[config.mk]
export PLATFORM = sky130hd
export DESIGN_NAME = seg_scan_ctrl
export DESIGN_NICKNAME = d
export VERILOG_FILES = /design/src/rtl/seg_scan_ctrl_pkg.sv /design/src/rtl/seg_scan_ctrl_hex7seg.sv /design/src/rtl/seg_scan_ctrl.sv
export SDC_FILE = /design/constraint.sdc
export NUM_CORES = 1
export LEC_CHECK = 0
export ABC_AREA = 0
export CAP_MARGIN = 15
export CELL_PAD_IN_SITES_DETAIL_PLACEMENT = 0
export CELL_PAD_IN_SITES_GLOBAL_PLACEMENT = 1
export CORE_ASPECT_RATIO = 2
export CORE_MARGIN = 4
export CORE_UTILIZATION = 42
export DETAILED_ROUTE_END_ITERATION = 12
export MAX_ROUTING_LAYER = met4
export PLACE_DENSITY = 0.72
export REMOVE_ABC_BUFFERS = 1
export SETUP_SLACK_MARGIN = 0.15
export SYNTH_ARGS = -nofsm -noshare
export SYNTH_HDL_FRONTEND = slang
export SYNTH_SLANG_ARGS = --single-unit
[constraint.sdc]
create_clock -name clk -period 3.9 [get_ports clk]
set_input_delay 0.39 -clock clk [delete_from_list [all_inputs] [get_ports clk]]
set_output_delay 0.39 -clock clk [all_outputs]
set_load 0.02 [all_outputs]
[src/rtl/seg_scan_ctrl_pkg.sv]
// Shared definitions for the seven-segment scan controller: scan state
// encoding, the all-segments-off pattern and counter sizing.
package seg_scan_ctrl_pkg;

    // Scan phase within one digit slot.
    typedef enum logic {
        ST_BLANK = 1'b0,
        ST_SHOW  = 1'b1
    } scan_state_e;

    // Active-low segment bus with every segment dark.
    localparam logic [6:0] SEG_OFF = 7'h7F;

    // Width of a counter that must reach refresh_div-1; never narrower than 1 bit.
    function automatic int cnt_width(input int refresh_div);
        return (refresh_div > 1) ? $clog2(refresh_div) : 1;
    endfunction

endpackage

[src/rtl/seg_scan_ctrl_hex7seg.sv]
// Team hex-to-seven-segment decoder. Active-low outputs, bit0 = a ... bit6 = g.
module seg_scan_ctrl_hex7seg
    import seg_scan_ctrl_pkg::*;
(
    input  logic [3:0] nibble_i,
    output logic [6:0] seg_o
);

    // Pure lookup from hex digit to active-low segment pattern.
    always_comb begin
        seg_o = SEG_OFF;
        case (nibble_i)
            4'h0: seg_o = 7'h40;
            4'h1: seg_o = 7'h79;
            4'h2: seg_o = 7'h24;
            4'h3: seg_o = 7'h30;
            4'h4: seg_o = 7'h19;
            4'h5: seg_o = 7'h12;
            4'h6: seg_o = 7'h02;
            4'h7: seg_o = 7'h78;
            4'h8: seg_o = 7'h00;
            4'h9: seg_o = 7'h10;
            4'hA: seg_o = 7'h08;
            4'hB: seg_o = 7'h03;
            4'hC: seg_o = 7'h46;
            4'hD: seg_o = 7'h21;
            4'hE: seg_o = 7'h06;
            4'hF: seg_o = 7'h0E;
            default: seg_o = SEG_OFF;
        endcase
    end

endmodule

[src/rtl/seg_scan_ctrl.sv]
// Time-multiplexed scan controller for common-anode seven-segment digits.
// Each digit slot is a short all-dark BLANK phase (ghosting guard) followed
// by a SHOW phase with that digit's anode driven. The displayed value is
// double-buffered and only swaps in at the frame boundary, so a frame is
// never painted from two different values.
//
// Load handshake: load is a valid-only strobe with no ready (the controller
// can always accept). A cycle with load=1 copies valueIn into the shadow and
// marks it pending; later loads overwrite it. At the frame boundary a
// pending shadow moves into the display register and loadAck pulses in the
// same cycle as frameTick. A load on the boundary cycle itself lands after
// the swap and stays pending for the following frame.
//
// dbgState mirrors the scan FSM state (0 = BLANK, 1 = SHOW) for checkers.
module seg_scan_ctrl
    import seg_scan_ctrl_pkg::*;
#(
    parameter int NUM_DIGITS   = 4,
    parameter int REFRESH_DIV  = 50000,
    parameter int BLANK_CYCLES = 16
) (
    input  logic                    clk,
    input  logic                    rst_n,
    input  logic                    load,
    input  logic [4*NUM_DIGITS-1:0] valueIn,
    input  logic                    lzSuppress,
    input  logic [NUM_DIGITS-1:0]   digitEn,
    output logic                    loadAck,
    output logic                    frameTick,
    output logic [NUM_DIGITS-1:0]   anodeN,
    output logic [6:0]              segN,
    output logic                    dbgState
);

    localparam int CW = cnt_width(REFRESH_DIV);
    localparam int IW = $clog2(NUM_DIGITS);
    localparam int VW = 4 * NUM_DIGITS;

    localparam logic [CW-1:0] CNT_BLANK_LAST = CW'(BLANK_CYCLES - 1);
    localparam logic [CW-1:0] CNT_SLOT_LAST  = CW'(REFRESH_DIV - 1);
    localparam logic [IW-1:0] IDX_LAST       = IW'(NUM_DIGITS - 1);

    // Scan sequencing state.
    scan_state_e       state_q, state_d;
    logic [CW-1:0]     cnt_q, cnt_d;
    logic [IW-1:0]     idx_q, idx_d;
    logic              boundary;

    // Value buffering.
    logic [VW-1:0]     disp_q, disp_d;
    logic [VW-1:0]     shadow_q, shadow_d;
    logic              pend_q, pend_d;

    // Registered outputs and decoder feed.
    logic              tick_q, tick_d;
    logic              ack_q, ack_d;
    logic [NUM_DIGITS-1:0] anode_q, anode_d;
    logic              blank_q, blank_d;
    logic [3:0]        nib_q, nib_d;
    logic [NUM_DIGITS-1:0] upper_zero;
    logic [6:0]        seg_dec;

    // All state and output registers; reset lands in digit 0 BLANK, dark.
    always_ff @(posedge clk or negedge rst_n) begin
        if (!rst_n) begin
            state_q  <= ST_BLANK;
            cnt_q    <= '0;
            idx_q    <= '0;
            disp_q   <= '0;
            shadow_q <= '0;
            pend_q   <= 1'b0;
            tick_q   <= 1'b0;
            ack_q    <= 1'b0;
            anode_q  <= '1;
            blank_q  <= 1'b1;
            nib_q    <= '0;
        end else begin
            state_q  <= state_d;
            cnt_q    <= cnt_d;
            idx_q    <= idx_d;
            disp_q   <= disp_d;
            shadow_q <= shadow_d;
            pend_q   <= pend_d;
            tick_q   <= tick_d;
            ack_q    <= ack_d;
            anode_q  <= anode_d;
            blank_q  <= blank_d;
            nib_q    <= nib_d;
        end
    end

    // Slot sequencing: BLANK for BLANK_CYCLES, then SHOW until the slot ends.
    always_comb begin
        state_d  = state_q;
        cnt_d    = cnt_q + 1'b1;
        idx_d    = idx_q;
        boundary = 1'b0;
        case (state_q)
            ST_BLANK: begin
                if (cnt_q == CNT_BLANK_LAST) begin
                    state_d = ST_SHOW;
                end
            end
            ST_SHOW: begin
                if (cnt_q == CNT_SLOT_LAST) begin
                    state_d  = ST_BLANK;
                    cnt_d    = '0;
                    idx_d    = (idx_q == IDX_LAST) ? '0 : idx_q + 1'b1;
                    boundary = (idx_q == IDX_LAST);
                end
            end
            default: begin
                state_d = ST_BLANK;
                cnt_d   = '0;
                idx_d   = '0;
            end
        endcase
    end

    // Shadow capture and frame-boundary swap; a same-cycle load wins over the clear.
    always_comb begin
        disp_d   = disp_q;
        shadow_d = shadow_q;
        pend_d   = pend_q;
        ack_d    = 1'b0;
        tick_d   = boundary;
        if (boundary && pend_q) begin
            disp_d = shadow_q;
            pend_d = 1'b0;
            ack_d  = 1'b1;
        end
        if (load) begin
            shadow_d = valueIn;
            pend_d   = 1'b1;
        end
    end

    // upper_zero[k]: every display nibble from digit k up to the top is zero.
    always_comb begin
        upper_zero = '1;
        for (int k = 0; k < NUM_DIGITS; k++) begin
            for (int j = 0; j < NUM_DIGITS; j++) begin
                if (j >= k && disp_d[4*j +: 4] != 4'h0) begin
                    upper_zero[k] = 1'b0;
                end
            end
        end
    end

    // Next anode pattern, routed nibble and blank flag, aligned with next state.
    always_comb begin
        anode_d = '1;
        nib_d   = disp_d[4*idx_d +: 4];
        blank_d = 1'b1;
        if (state_d == ST_SHOW) begin
            anode_d[idx_d] = 1'b0;
            blank_d = !digitEn[idx_d] ||
                      (lzSuppress && (idx_d != '0) && upper_zero[idx_d]);
        end
    end

    seg_scan_ctrl_hex7seg u_dec (
        .nibble_i (nib_q),
        .seg_o    (seg_dec)
    );

    assign segN      = blank_q ? SEG_OFF : seg_dec;
    assign anodeN    = anode_q;
    assign frameTick = tick_q;
    assign loadAck   = ack_q;
    assign dbgState  = state_q;

endmodule
After elaboration in Yosys (flattened, before gate mapping)
Memory sizes are Yosys's and may differ from the RTL's.
Cells that the tools add are included.
Widths: inputs -> output; s select.
{"block": "op_classes", "addsub": 2, "mul": 0, "div": 0, "magnitude_cmp": 2, "eq_ne": 3, "shift": 1, "muxes": 33, "n_bitwise": 2, "n_reduce_logical": 12}
{"operator": "$mux 16", "count": 3}
{"operator": "$mux 1", "count": 21}
{"operator": "$add 16x1->16 const B", "count": 1}
{"operator": "$eq 16x16->1 const B", "count": 1}
{"operator": "$eq 16x4->1 const B", "count": 1}
{"operator": "$reduce_bool 4->1", "count": 4}
{"operator": "$shiftx 16x5->4", "count": 1}
{"operator": "$mux 7", "count": 1}
{"operator": "$mux 2", "count": 3}
{"operator": "$bmux 1 s2", "count": 2}
{"operator": "$logic_and 1x1->1", "count": 4}
{"operator": "$mux 4", "count": 1}
{"operator": "$not 4->4", "count": 1}
{"operator": "$reduce_bool 2->1", "count": 2}
{"operator": "$lt 2x3->1 const B", "count": 1}
{"operator": "$add 2x1->2 const B", "count": 1}
{"operator": "$demux 1 s2", "count": 1}
{"operator": "$eq 2x2->1 const B", "count": 1}
{"operator": "$ge 2x1->1 const B", "count": 1}
{"operator": "$pmux 1 s2", "count": 1}
{"operator": "$logic_not 1->1", "count": 1}
{"operator": "$logic_or 1x1->1", "count": 1}
{"operator": "$not 1->1", "count": 1}
{"block": "totals", "reg_bits": 63, "latch_bits": 0, "ram_bits": 0, "rom_bits": 112, "inputBits": 24, "elab_cells": 67, "n_memories": 1}
{"memory": "(no name shown)", "depth": 16, "word_bits": 7, "rd": 1, "rd_ports_with_merged_regs": 0, "write_ports": 0, "line_no": "seg_scan_ctrl_hex7seg.sv:12", "rtl": "case (nibble_i)"}

Depth between registers and ports, before layout
Gate-level depths: netlist of the first run.
{"block": "depth", "ltp_word": 15, "mapped_depth": 8, "depth_no_buf": 8}

By module
Synthesis of the first run repeated with hierarchy kept, for this count alone.
{"block": "unflattened", "cells_unflattened": 242, "area_unflattened_um2": 3015.4}
{"mod": "seg_scan_ctrl", "instances": 1, "cells_per_inst": 207, "area_per_inst_um2": 2743.9, "seq_area_each_um2": 1582.8}
{"mod": "seg_scan_ctrl_hex7seg", "instances": 1, "cells_per_inst": 35, "area_per_inst_um2": 271.5, "seq_area_each_um2": 0.0}

Worst setup path after synthesis of the first run
Ideal clock, no wire load.
{"block": "synth_timing", "kind": "register -> register", "startpoint": "register cnt_q[0]", "endpoint": "register blank_q", "setup_ns": 0.082, "arrival_time_ns": 1.948, "required_time_ns": 3.818, "setup_slack_ns": 1.870, "stages_incl_launch_ff": 8, "n_path_buf": 0, "synth_period_minus_slack_ns": 2.030, "cell_sequence": "dfrtp_1 ha_1 and3_1 and3_4 and2_4 mux2i_4 a2111oi_0 a211o_1"}
{"block": "synth_between", "elab_chain_len": 15, "elab_cells_between_ends": 35, "cone_classes": "eq/ne: 2; mux: 23; reduce/logical: 10"}
{"item": "from (decl)", "line_no": "seg_scan_ctrl.sv:45", "rtl": "logic [CW-1:0] cnt_q, cnt_d;"}
{"item": "from (signal assigned)", "line_no": "seg_scan_ctrl.sv:79", "rtl": "cnt_q <= cnt_d;"}
{"item": "$eq 16x16->1", "line_no": "seg_scan_ctrl.sv:105", "rtl": "if (cnt_q == CNT_SLOT_LAST) begin"}
{"item": "$mux 1", "line_no": "seg_scan_ctrl.sv:105"}
{"item": "$mux 1", "line_no": "seg_scan_ctrl.sv:98", "rtl": "case (state_q)"}
{"item": "$logic_and 1x1->1", "line_no": "seg_scan_ctrl.sv:127", "rtl": "if (boundary && pend_q) begin"}
{"item": "$mux 16", "line_no": "seg_scan_ctrl.sv:127"}
{"item": "$reduce_bool 4->1"}
{"item": "$mux 1 (4 in series)", "line_no": "seg_scan_ctrl.sv:143", "rtl": "if (j >= k && disp_d[4*j +: 4] != 4'h0) begin"}
{"item": "$bmux 1 s2", "line_no": "seg_scan_ctrl.sv:158", "rtl": "(lzSuppress && (idx_d != '0) && upper_zero[idx_d]);"}
{"item": "$mux 1 (not written as such)", "line_no": "seg_scan_ctrl.sv:158"}
{"item": "$logic_and 1x1->1", "line_no": "seg_scan_ctrl.sv:158"}
{"item": "$logic_or 1x1->1", "line_no": "seg_scan_ctrl.sv:157", "rtl": "blank_d = !digitEn[idx_d] ||"}
{"item": "$mux 1 *", "line_no": "seg_scan_ctrl.sv:155", "rtl": "if (state_d == ST_SHOW) begin"}
{"item": "via blank_d", "line_no": "seg_scan_ctrl.sv:58", "rtl": "logic blank_q, blank_d;"}
{"item": "to (signal assigned)", "line_no": "seg_scan_ctrl.sv:87", "rtl": "blank_q <= blank_d;"}
{"item": "to (decl)", "line_no": "seg_scan_ctrl.sv:58"}
The timed path passes the listed nets; every way through them passes the cells marked *. The select of a mux whose other input is x is not followed.
A chain may end at the register's enable or synchronous reset.

Worst setup path in the final report of the first run
{"block": "layout_timing", "startpoint": "register nib_q[1]", "endpoint": "output segN[0]"}
{"block": "layout_between", "elab_chain_len": 2}
{"item": "from (decl)", "line_no": "seg_scan_ctrl.sv:59", "rtl": "logic [3:0] nib_q, nib_d;"}
{"item": "from (signal assigned)", "line_no": "seg_scan_ctrl.sv:88", "rtl": "nib_q <= nib_d;"}
{"item": "$mem_v2 16x7"}
{"item": "$mux 7", "line_no": "seg_scan_ctrl.sv:167", "rtl": "assign segN = blank_q ? SEG_OFF : seg_dec;"}
{"item": "to (decl)", "line_no": "seg_scan_ctrl.sv:31", "rtl": "output logic [6:0] segN,"}
Every way passes these cells.

==> results.txt, run 1 <==
* Pin count of the biggest net entering global routing: 35
- CTS built an H-tree with a depth of 3.
- Slowest CP cell: clkdlybuf4s50_1
- The routed layout has 1,997 vias.
- Once detailed placement completed, the half-perimeter wirelength came to 4442 um.
- For this block, the initial DRC count from the detailed router was 105.
- Count of unique library cells instantiated by Yosys: 43
- Number of logic stages on the critical path including buffering: 7
- Derived from the worst setup path, the maximum achievable clock frequency is 0.3834 GHz.
* Fraction of final layout cells sized beyond drive strength 1: 22.22%
- Worst hold margin: 0.1403 ns
* Type of the tightest min-delay check: input pin to async pin
- Register-to-Register Path Depth: 7
- Unrepaired setup endpoints after global routing: false
- Total Die Area: 8514 sq um
* Design Area, Final: 3694 sq um
* #FFs+latches synth: 63
- Along the worst path, the maximum fanout reaches 5.
* Power density cells: 401.6 nW/um^2
* Largest stage delay on the critical path: 0.54 ns
- Counting the fill cells in the layout gives 650.
- For this design, the CTS-stage hold fixing added 0 buffers.
* Mean number of vias per cell: 5.283
- Worst-case register-to-register setup slack: 1.60 ns
- Number of antenna cells inserted: 0
* Worst-case clock skew: 0.003253 ns
- Vias in the first global route: 2,131
* WL per Instance: 15.62 um
- Measured against its own limit, the worst slew margin works out to 48.98%.
- Clock transition at the registers of the reported paths: 0.05 ns
* Hold violation total from the final report: 0
- The floorplan step set the die width to 67.28 um.
* DRC Markers: 0
* Router iterations before antenna repair: 4
* Final Net Count: 315
* Max VDD drop: 297.8 uV
* First-pass GRT wire length: 10,130 um
- Req. time, crit path: 3.51 ns
* CTS sink count: 63
- Chip Height: 126.6 um
- Number of CTS-inserted buffers: 9
- Number of endpoints failing setup at the final stage: 0
- Part of the cycle the worst path needs: 66.88%
- 38 I/O pins were placed.
- Number of buffers on the longest clock path: 2
- After routing, the total negative slack on setup checks comes to 0 ns.
* Class of the most critical setup path: register to output pin
- CTS tree: done
* Post-synthesis average cell area: 12.30 sq um
* Warning count from the yosys run: 0
- Sequential share of the synthesized area: 53.62%
- STA classifies the critical path endpoint as an output pin.
- The analysis attributes to cell leakage a power of 0.001784 uW.
- The congestion estimate from routability-driven global placement came to 0.8196.
- Area of the core: 6887 sq um
- Counting every instance in the synthesized netlist gives 240.
- IO Port Bufs: 37
- At the pin with the least slew margin, the transition time is 0.7629 ns.
- Initial core utilization: 42.86%
- Walking the worst path, the cells encountered are inv_1, ha_1, nor2b_1, a21oi_1, nor2_1, a211o_1, clkdlybuf4s50_1.
- MaxCap Viol Count: 0
- For this run the aggregate overflow at the end of global routing stands at 0.
- Buffers inserted during post-CTS setup optimization: 0
- The number of max-slew violations in the final report came to 0.
- In the layout the commonest cells are dfrtp_1 (58), clkdlybuf4s50_1 (36), mux2_2 (32).
* Layout-stage area growth over the synthesis result: 25.14%
- The clock period could shrink to 2.608 ns.
- Utilization after layout: 53.63%
- For this block, the routed nets add up to 5904 um of wire.
- The number of buffers and inverters on the critical path is 2.
- Once the clock tree was built, the resizer swapped 0 gates to a different size.
- Number of nets with antenna violations after detailed routing: 0
- Number of antenna violations at the first check in global routing: 0
- Row generation in the floorplan step produced 43 rows.
* GRT Total Usage: 16.57%
- Placement-stage cell area: 3416 sq um
- For the worst setup path, the data arrival time is 2.22 ns.
- Clk Tree Root Cell: clkbuf_16
- The flow ran to the end, and the final reports show no timing, DRC or antenna violations.
- The synthesized netlist occupies a cell area of 2952 sq um.
- The worst setup path is launched from a register.
- Most frequent standard cell in the layout excluding fill and tap cells: dfrtp_1
* Clock latency reported for the late side of the worst-skew pair: 0.32 ns
- Worst path top cell family by delay: buffers and inverters
area by class of cell:
class / count / area [sq um] / area share [%]
clock buffer: 13 / 260.3 / 7.046
sequential: 63 / 1583 / 42.85
tap: 90 / 112.6 / 3.049
inverter: 9 / 38.79 / 1.050
multi-input combinational: 161 / 1301 / 35.23
clock inverter: 3 / 17.52 / 0.4743
timing repair buffer: 39 / 380.4 / 10.30
cells in the mapped netlist (all sizes together):
cell	number	area, sq um
a2111oi	1	8.760
a211o	5	43.79
a211oi	2	15.01
a21o	1	7.510
a21oi	2	10.01
a221oi	1	15.01
a311o	1	10.01
a31oi	4	25.02
and2	3	21.27
and3	8	55.05
buf	3	13.76
clkbuf	4	15.01
dfrtp	58	1451
dfstp	5	131.4
ha	8	100.1
inv	9	38.79
mux2	32	360.4
mux2i	16	185.2
nand2	10	45.04
nand2b	1	6.260
nand3	10	50.05
nand4	2	12.51
nor2	21	86.33
nor2b	2	12.51
nor3	2	10.01
nor3b	1	7.510
nor4	5	37.53
o21a	1	7.510
o21ai	6	30.02
o21bai	1	7.510
o41a	1	11.26
or2	1	6.260
xnor2	4	35.03
xor2	9	78.83
state kept, by name, indices dropped and copies added (netlist names):
signal / cells
frameTick: 1
pend_q: 1
cnt_q: 16
idx_q: 2
nib_q: 4
anodeN: 4
shadow_q: 16
dbgState: 1
disp_q: 16
loadAck: 1
blank_q: 1
metal layers:
metal,GRT usage (%),routed length [um],vias up
met2,27.49,3421,45
met4,8.852,157,0
met3,4.606,230,15
li1,-,-,939
met1,17.21,2095,998
met5,-,0,-
worst paths after layout:
kind | start | end
min reg2reg | cnt_q[0]$_DFF_PN0_ | cnt_q[0]$_DFF_PN0_
max | nib_q[1]$_DFF_PN0_ | segN[0]
max in group asynchronous | rst_n | disp_q[5]$_DFF_PN0_
min in group clk | cnt_q[0]$_DFF_PN0_ | cnt_q[0]$_DFF_PN0_
max reg2reg | cnt_q[0]$_DFF_PN0_ | blank_q$_DFF_PN1_
min | rst_n | cnt_q[14]$_DFF_PN0_
power breakdown:
part | switching (uW) | total [uW] | internal [uW]
registers | 12.3 | 685 | 673
clock network | 262 | 724 | 462
logic | 30.6 | 74.3 | 43.7
total | 305 | 1480 | 1180
worst reg2reg max path, delay by kind of cell (launching register included):
| family | cells | cell delay (ns) |
|---|---|---|
| muxes | 1 | 0.44 |
| AOI/OAI and AO/OA | 2 | 0.53 |
| and+or+nand+nor | 3 | 0.71 |
| DFF | 1 | 0.36 |
| adders and majority gates | 1 | 0.18 |
cell families (layout without fill, tap and decap cells):
kind of cell               count (synthesis)  in the layout  share of synthesized area (%)
xor gates and xnor gates                  13             13                          3.858
DFF                                       63             63                          53.62
muxes                                     48             48                          18.48
and+or+nand+nor                           66             66                          11.87
adders and majority gates                  8              8                          3.391
buffers and inverters                     16             64                          2.289
AOI/OAI and AO/OA                         26             26                          6.485
stage by stage:
step / cells / setup slack, ns / total power [uW]
CTS: 378 / 1.278 / 1508
floorplan: 233 / 1.457 / 718.6
global route: 378 / 1.145 / 1548
detailed placement: 362 / 1.602 / 773.1
global placement: 362 / 1.658 / 770.9
finish: 378 / 1.292 / 1483
No activity file was read; power rests on OpenSTA's default activity.
==> run 2, diff against run 1 <==
==> constraint.sdc (replaced) <==
create_clock -name clk -period 2.5 [get_ports clk]
set_input_delay 0.25 -clock clk [delete_from_list [all_inputs] [get_ports clk]]
set_output_delay 0.25 -clock clk [all_outputs]
set_load 0.02 [all_outputs]
==> results.txt, run 2 (synthesized netlist as in run 1, its figures left out) <==
- Power density cells: 640.6 nW/um^2 (was 401.6 nW/um^2)
- Count of fill cells added during filler insertion: 667 (was 650)
- Start point of the critical path: nib_q[1]$_DFF_PN0_ (unchanged)
- The relative area change from synthesis to final layout was 29.12% (was 25.14%).
* Fin. max-slew vios: 0 (unchanged)
- The buffer cell driving the clock tree root is clkbuf_16 (unchanged).
- Top library cells by usage in the layout, fill and taps aside: dfrtp_1 (56), mux2_2 (32), clkdlybuf4s50_1 (31) (was dfrtp_1 (58), clkdlybuf4s50_1 (36), mux2_2 (32)).
- The leading cell type in the layout, fill and taps excluded is dfrtp_1 (unchanged).
- The antenna diode instance count was 0 (unchanged).
- Critical path data arrival time: 2.03 ns (was 2.22 ns)
- Hold wc startpoint: cnt_q[0]$_DFF_PN0_
- The detail-routed net length per standard cell was 16.72 um (was 15.62 um).
* Mean number of vias per cell: 5.181 (was 5.283)
* Class of the most critical setup path: register to output pin (unchanged)
- Critical path startpoint category: register (unchanged)
- Worst hold margin: 0.4573 ns (was 0.1403 ns)
- Based on the critical path, the design can be clocked at up to 0.4393 GHz.
- Hold violation total from the final report: 0 (unchanged)
- Number of CTS-inserted buffers: 9 (unchanged)
- The maximum clock skew at final layout came to 0.01097 ns (was 0.003253 ns).
* Tightest Pin Transition: 0.7870 ns (was 0.7629 ns)
* Part of the cycle the worst path needs: 91.06%
- CTS sink count: 63 (unchanged)
- Worst setup slack after layout: 0.2234 ns (was 1.292 ns)
- First-pass GRT wire length: 10,630 um (was 10,130 um)
- The number of max-cap violations was 0 (unchanged).
- The vertical extent of the die is 126.6 um (unchanged).
- The minimum setup slack among reg-to-reg paths came to 0.25 ns (was 1.60 ns).
- The maximum vdd ir drop came to 484.3 uV (was 297.8 uV).
- The boundary pin count is 38 (unchanged).
- Clock transition at the registers of the reported paths: 0.05 ns (about the same)
- Unrepaired setup endpoints after global routing: true (was false)
- The sum of routed wire length over all layers is 6469 um (was 5904 um).
* Number of buffers on the longest clock path: 2 (unchanged)
* Category of the worst setup path capture point: output pin (unchanged)
- The core region area came to 6887 sq um (unchanged).
* Sum of net half-perimeters after detailed placement: 4829 um (was 4442 um)
- Router iterations before antenna repair: 5 (was 4)
- Largest registers ranked by flip-flop count: cnt_q: 16 flops, disp_q: 16 flops, shadow_q: 16 flops (unchanged)
* Die width: 67.28 um (unchanged)
* Pre-CTS setup slack: 0.2025 ns (was 1.602 ns)
* Reg2Reg Launch Point: cnt_q[0]$_DFF_PN0_ (unchanged)
* GRT Total Usage: 17.64% (was 16.57%)
* CTS tree: done (unchanged)
- Pin count of the biggest net entering global routing: 35 (unchanged)
* Type of the tightest min-delay check: register to register (was input pin to async pin)
- The maximum fanout count along the critical path was 5 (unchanged).
- Utilization after layout: 55.34% (was 53.63%)
* IO Port Bufs: 37 (unchanged)
- The clock period could shrink to 2.277 ns.
* Num rows: 43 (unchanged)
* Global route overflow: 0 (unchanged)
- Initial core utilization: 42.86% (unchanged)
* Vias in the first global route: 2,101 (was 2,131)
- 1st-iter DRT viols: 55 (was 105)
- Placer Congestion: 0.7621 (was 0.8196)
- The placed instance count was 366 (was 362).
* TNS Setup: 0 ns (unchanged)
* Slew Limit Headroom: 47.37% (was 48.98%)
- Number of endpoints failing setup at the final stage: 0 (unchanged)
- The required time of the worst setup path was 2.25 ns (was 3.51 ns).
- The number of vias in the routed layout was 2,005 (was 1,997).
- Cell leakage power: 0.001851 uW (was 0.001784 uW)
- Status: finished, final reports clean (unchanged).
- Final Net Count: 324 (was 315)
- The share of final-layout standard cells stronger than drive strength 1 is 25.59% (was 22.22%).
- Number of standard cells in the layout, taps in and fillers out: 387 (was 378)
- The number of antenna violations at the first check in global routing is 0 (unchanged).
- The total DRC errors in the routed layout was 0 (unchanged).
* Number of nets with antenna violations after detailed routing: 0 (unchanged)
- The insertion delay to the later sink of the worst-skew pair is 0.33 ns (was 0.32 ns).
* Total Die Area: 8514 sq um (unchanged)
- CTS H-tree lvls: 3 (unchanged)
## run 2: changes by cell type in the layout (fill, tap and decap cells not counted), moves of 2 or more
cell	delta
dfrtp_1	-2
dfrtp_2	+2
buf_4	+5
dlygate4sd2_1	+3
clkbuf_1	-2
clkdlybuf4s50_1	-5
## run 2: worst max-delay path, cell delays in order (launching register included)
cell,delay (ns)
dfrtp_1,0.42
inv_1,0.14
ha_1,0.23
nor2b_1,0.08
a211o_1,0.30
clkdlybuf4s50_1,0.54
## run 2: stage by stage
| stage | area (sq um) | total power, uW |
|---|---|---|
| final | 3811 | 2442 |
| after global placement | 3458 | 1207 |
| after floorplan | 2923 | 1121 |
| after CTS | 3775 | 2475 |
| after global routing | 3811 | 2531 |
| after detailed placement | 3458 | 1210 |
## run 2: worst paths after layout
path,cells after the start,endpoint
setup / recovery,5,segN[2]
hold / removal,1,cnt_q[0]$_DFF_PN0_
setup reg to reg,8,blank_q$_DFF_PN1_
hold reg to reg,1,cnt_q[0]$_DFF_PN0_
max in group asynchronous,3,anodeN[2]$_DFF_PN1_
min in group asynchronous,2,cnt_q[5]$_DFF_PN0_
## run 2: where the power goes
part	total [uW]	switching, uW	internal [uW]
clock network	1250	432	822
logic	118	48.3	69.6
registers	1070	20.5	1050
## run 2: routing by layer
layer	vias up	share of wire, %	global-route usage, %
met1	1005	36	17.90
met4	0	2.1	7.536
met5	-	0	-
met3	11	2.8	3.986
li1	954	-	-
met2	35	59	31.21
## run 2: area by class of cell
cell class	count	area (sq um)	area share [%]
clock buffers	11	252.7	6.632
multi-input cells	161	1303	34.18
repair buffers	48	462.9	12.15
clock inverters	5	56.30	1.477
flip-flops and latches	63	1585	41.60
inverters	9	38.79	1.018
well taps	90	112.6	2.955
## run 2: timing repair
item / in CTS / in global routing
hold buffers: 1 / 0
endpoints found under the hold margin: 29 / 0
pin swaps: 0 / 1
buffers inserted: 0 / 3
gates resized for setup: 6 / 4
cloned: 0 / 1
endpoints found under the setup margin: 4 / 7
==> run 3, diff against run 2 <==
--- a/config.mk
+++ b/config.mk
@@ -13,8 +13,9 @@
 export CORE_MARGIN = 4
 export CORE_UTILIZATION = 42
 export DETAILED_ROUTE_END_ITERATION = 12
+export DONT_BUFFER_PORTS = 1
 export MAX_ROUTING_LAYER = met4
-export PLACE_DENSITY = 0.72
+export PLACE_DENSITY = 0.63
 export REMOVE_ABC_BUFFERS = 1
 export SETUP_SLACK_MARGIN = 0.15
 export SYNTH_ARGS = -nofsm -noshare
==> results.txt, run 3 (synthesized netlist as in run 1, its figures left out) <==
- Status: finished, final reports clean (unchanged).
- Slew Limit Headroom: 54.45% (was 47.37%)
* Req. time, crit path: 2.70 ns (was 2.25 ns)
* Clk Tree Root Cell: clkbuf_16 (unchanged)
- The maximum vdd ir drop is 460.6 uV (was 484.3 uV).
* Hold wc startpoint: load (was cnt_q[0]$_DFF_PN0_)
- Worst-case register-to-register setup slack: 0.27 ns (was 0.25 ns)
- The share of final-layout standard cells stronger than drive strength 1 was 27.13% (was 25.59%).
* Number of buffers on the longest clock path: 2 (unchanged)
- The critical path's slowest cell is mux2i_4 (was clkdlybuf4s50_1).
* Type of the tightest min-delay check: input pin to register (was register to register)
- CTS tree: done (unchanged)
- Hold violation total from the final report: 0 (unchanged)
* Fin. max-slew vios: 0 (unchanged)
- Achievable Freq: 0.4488 GHz (was 0.4393 GHz)
- Crit-path cells: ha_1, and3_1, and3_4, nand2_4, mux2i_4, buf_4, mux2i_1, mux2i_1 (was inv_1, ha_1, nor2b_1, a211o_1, clkdlybuf4s50_1)
* CTS sink count: 63 (unchanged)
* CP dominant cell by count: mux2i_1
- Router iterations before antenna repair: 4 (was 5)
- The sum of routed wire length over all layers was 5982 um (was 6469 um).
- The ratio of total power to cell area was 662.0 nW/um^2 (was 640.6 nW/um^2).
- The worst reg2reg path endpoint is nib_q[0]$_DFF_PN0_ (was blank_q$_DFF_PN1_).
- Critical Path Fanout Max: 9 (was 5)
* Critical path data arrival time: 2.42 ns (was 2.03 ns)
* CTS H-tree lvls: 3 (unchanged)
* Tightest Pin Transition: 0.6761 ns (was 0.7870 ns)
* Class of the most critical setup path: register to register (was register to output pin)
- Most frequent standard cell in the layout excluding fill and tap cells: dfrtp_1 (unchanged)
- First-pass GRT wire length: 10,190 um (was 10,630 um)
- The final-stage net count came to 285 (was 324).
* Detailed-route via count: 1,843 (was 2,005)
- Area of the core: 6887 sq um (unchanged)
* Largest registers ranked by flip-flop count: cnt_q: 16 flops, disp_q: 16 flops, shadow_q: 16 flops (unchanged)
- The final worst setup slack was 0.2717 ns (was 0.2234 ns).
- The startpoint of the lowest-slack register-to-register path was cnt_q[0]$_DFF_PN0_ (unchanged).
* Number of endpoints failing setup at the final stage: 0 (unchanged)
- The die outline width was 67.28 um (unchanged).
- The critical path endpoint category is a register (was output pin).
- Pre-CTS setup slack: 0.2376 ns (was 0.2025 ns)
* Final critical-path required period: 2.228 ns (was 2.277 ns)
- The total CTS buffers was 9 (unchanged).
- The antenna diode instance count came to 0 (unchanged).
- Worst hold margin: 0.04506 ns (was 0.4573 ns)
- 1st-iter DRT viols: 95 (was 55)
- The final RePlAce weighted congestion was 0.7901 (was 0.7621).
- The detailed-route vias per instance was 5.296 (was 5.181).
- The number of antenna violations at the first check in global routing was 0 (unchanged).
- The global router's overall resource usage is 16.89% (was 17.64%).
- Top Usage Layer GRT: met2 (unchanged)
- Worst path top cell family by delay: multiplexers (was buffers and inverters)
- Met1 Usage GRT: 16.36% (was 17.90%)
- Clock transition at the registers of the reported paths: 0.05 ns (about the same)
- Chip Height: 126.6 um (unchanged)
- The total overflow reported by the global router is 0 (unchanged).
- Register-to-Register Path Depth: 8 (unchanged)
- DRC Markers: 0 (unchanged)
- The sum of negative setup slack is 0 ns (unchanged).
- The maximum clock skew at final layout is 0.004257 ns (was 0.01097 ns).
- Critical path startpoint category: register (unchanged)
- Number of nets with antenna violations after detailed routing: 0 (unchanged)
- The pin count of the biggest net entering global routing was 64 (was 35).
- Vias in the first global route: 2,108 (was 2,101)
- The delay of the slowest cell on the worst path is 0.47 ns (was 0.54 ns).
- Global routing met2 resource utilization: 29.29% (was 31.21%)
- IO Pins: 38 (unchanged)
- Sum of net half-perimeters after detailed placement: 4485 um (was 4829 um)
- The final cycle utilization of the critical path was 89.13% (was 91.06%).
* Unrepaired setup endpoints after global routing: false (was true)
- Top library cells by usage in the layout, fill and taps aside: dfrtp_1 (58), mux2_2 (32), nor2_1 (20) (was dfrtp_1 (56), mux2_2 (32), clkdlybuf4s50_1 (31))
- WL per Instance: 17.19 um (was 16.72 um)
* Hold path depth: 1 (unchanged)
- The quantity of I/O buffers inserted on ports was 0 (was 37).
* Met3 Use GR: 3.986% (unchanged)
- The count of fill cells added during filler insertion is 682 (was 667).
- The number of max-cap violations is 0 (unchanged).
- Layout-stage area growth over the synthesis result: 15.94% (was 29.12%)
* Initial core utilization: 42.86% (unchanged)
- The hold path endpoint is pend_q$_DFFE_PN0P_ (was cnt_q[0]$_DFF_PN0_).
* Total Die Area: 8514 sq um (unchanged)
- Total buffers and inverters traversed by the critical path: 1 (was 2)
* Cell leakage power: 0.001684 uW (was 0.001851 uW)
* Clock latency reported for the late side of the worst-skew pair: 0.32 ns (was 0.33 ns)
* Num rows: 43 (unchanged)
## run 3: cell count changes in the layout (fill, tap and decap cells not counted), moves of 2 or more
cell and change:
dfrtp_2 -2, clkdlybuf4s50_1 -31, buf_2 -2, dfrtp_1 +2, clkbuf_1 +2, dlygate4sd2_1 -3
## run 3: worst max path at each step
stage | slack, ns | from | endpoint | depth (start not counted)
2_1_floorplan | 0.06 | cnt_q[0]$_DFF_PN0_ | blank_q$_DFF_PN1_ | 7
3_3_place_gp | 0.27 | cnt_q[0]$_DFF_PN0_ | nib_q[1]$_DFF_PN0_ | 8
3_5_place_dp | 0.24 | cnt_q[0]$_DFF_PN0_ | nib_q[1]$_DFF_PN0_ | 8
4_1_cts | 0.22 | cnt_q[0]$_DFF_PN0_ | nib_q[1]$_DFF_PN0_ | 8
5_1_grt | 0.15 | cnt_q[0]$_DFF_PN0_ | blank_q$_DFF_PN1_ | 8
6_report | 0.27 | cnt_q[0]$_DFF_PN0_ | nib_q[0]$_DFF_PN0_ | 8
## run 3: timing repair
item / CTS / global route
hold buffers: 2 / 0
gates resized for setup: 0 / 2
endpoints found under the setup margin: 0 / 1
buffers inserted: 0 / 2
hold endpoints to repair: 63 / 0
## run 3: cell type report
type / count / area [sq um] / area share [%]
flip-flops and latches: 63 / 1583 / 46.25
clock inverters: 3 / 17.52 / 0.5119
clock buffers: 13 / 260.3 / 7.605
multi-input cells: 161 / 1308 / 38.21
repair buffers: 9 / 102.6 / 2.998
well taps: 90 / 112.6 / 3.291
inverters: 9 / 38.79 / 1.133
## run 3: power by group
| group | internal [uW] | total (uW) | leakage (uW) | switching, uW |
|---|---|---|---|---|
| logic | 36.2 | 73.7 | 0.000747 | 37.5 |
| registers | 1050 | 1070 | 0.000802 | 18.8 |
| clock network | 720 | 1120 | 0.000136 | 403 |
## run 3: routing by layer
| layer | wire length, um | share of wire, % |
|---|---|---|
| met5 | 0 | 0 |
| met4 | 202 | 3.4 |
| met3 | 216 | 3.6 |
| met2 | 3455 | 58 |
| met1 | 2107 | 35 |
## run 3: worst reg2reg max path: cells and delay by family, from the launching register on
family                   cells  cell delay (ns)
multiplexers                 3             0.74
AND/OR/NAND/NOR              3             0.53
flip-flops                   1             0.39
adder cells (fa/ha/maj)      1             0.22
buffers and inverters        1             0.21
## run 3: per-stage QoR
step                util [%]  total power [uW]  std cells  area [sq um]
floorplan                  -              1121        233          2923
global placement       44.80              1134        328          3085
detailed placement     44.80              1135        328          3085
CTS                    49.38              2315        346          3401
global route           49.69              2362        348          3422
finish                 49.69              2265        348          3422
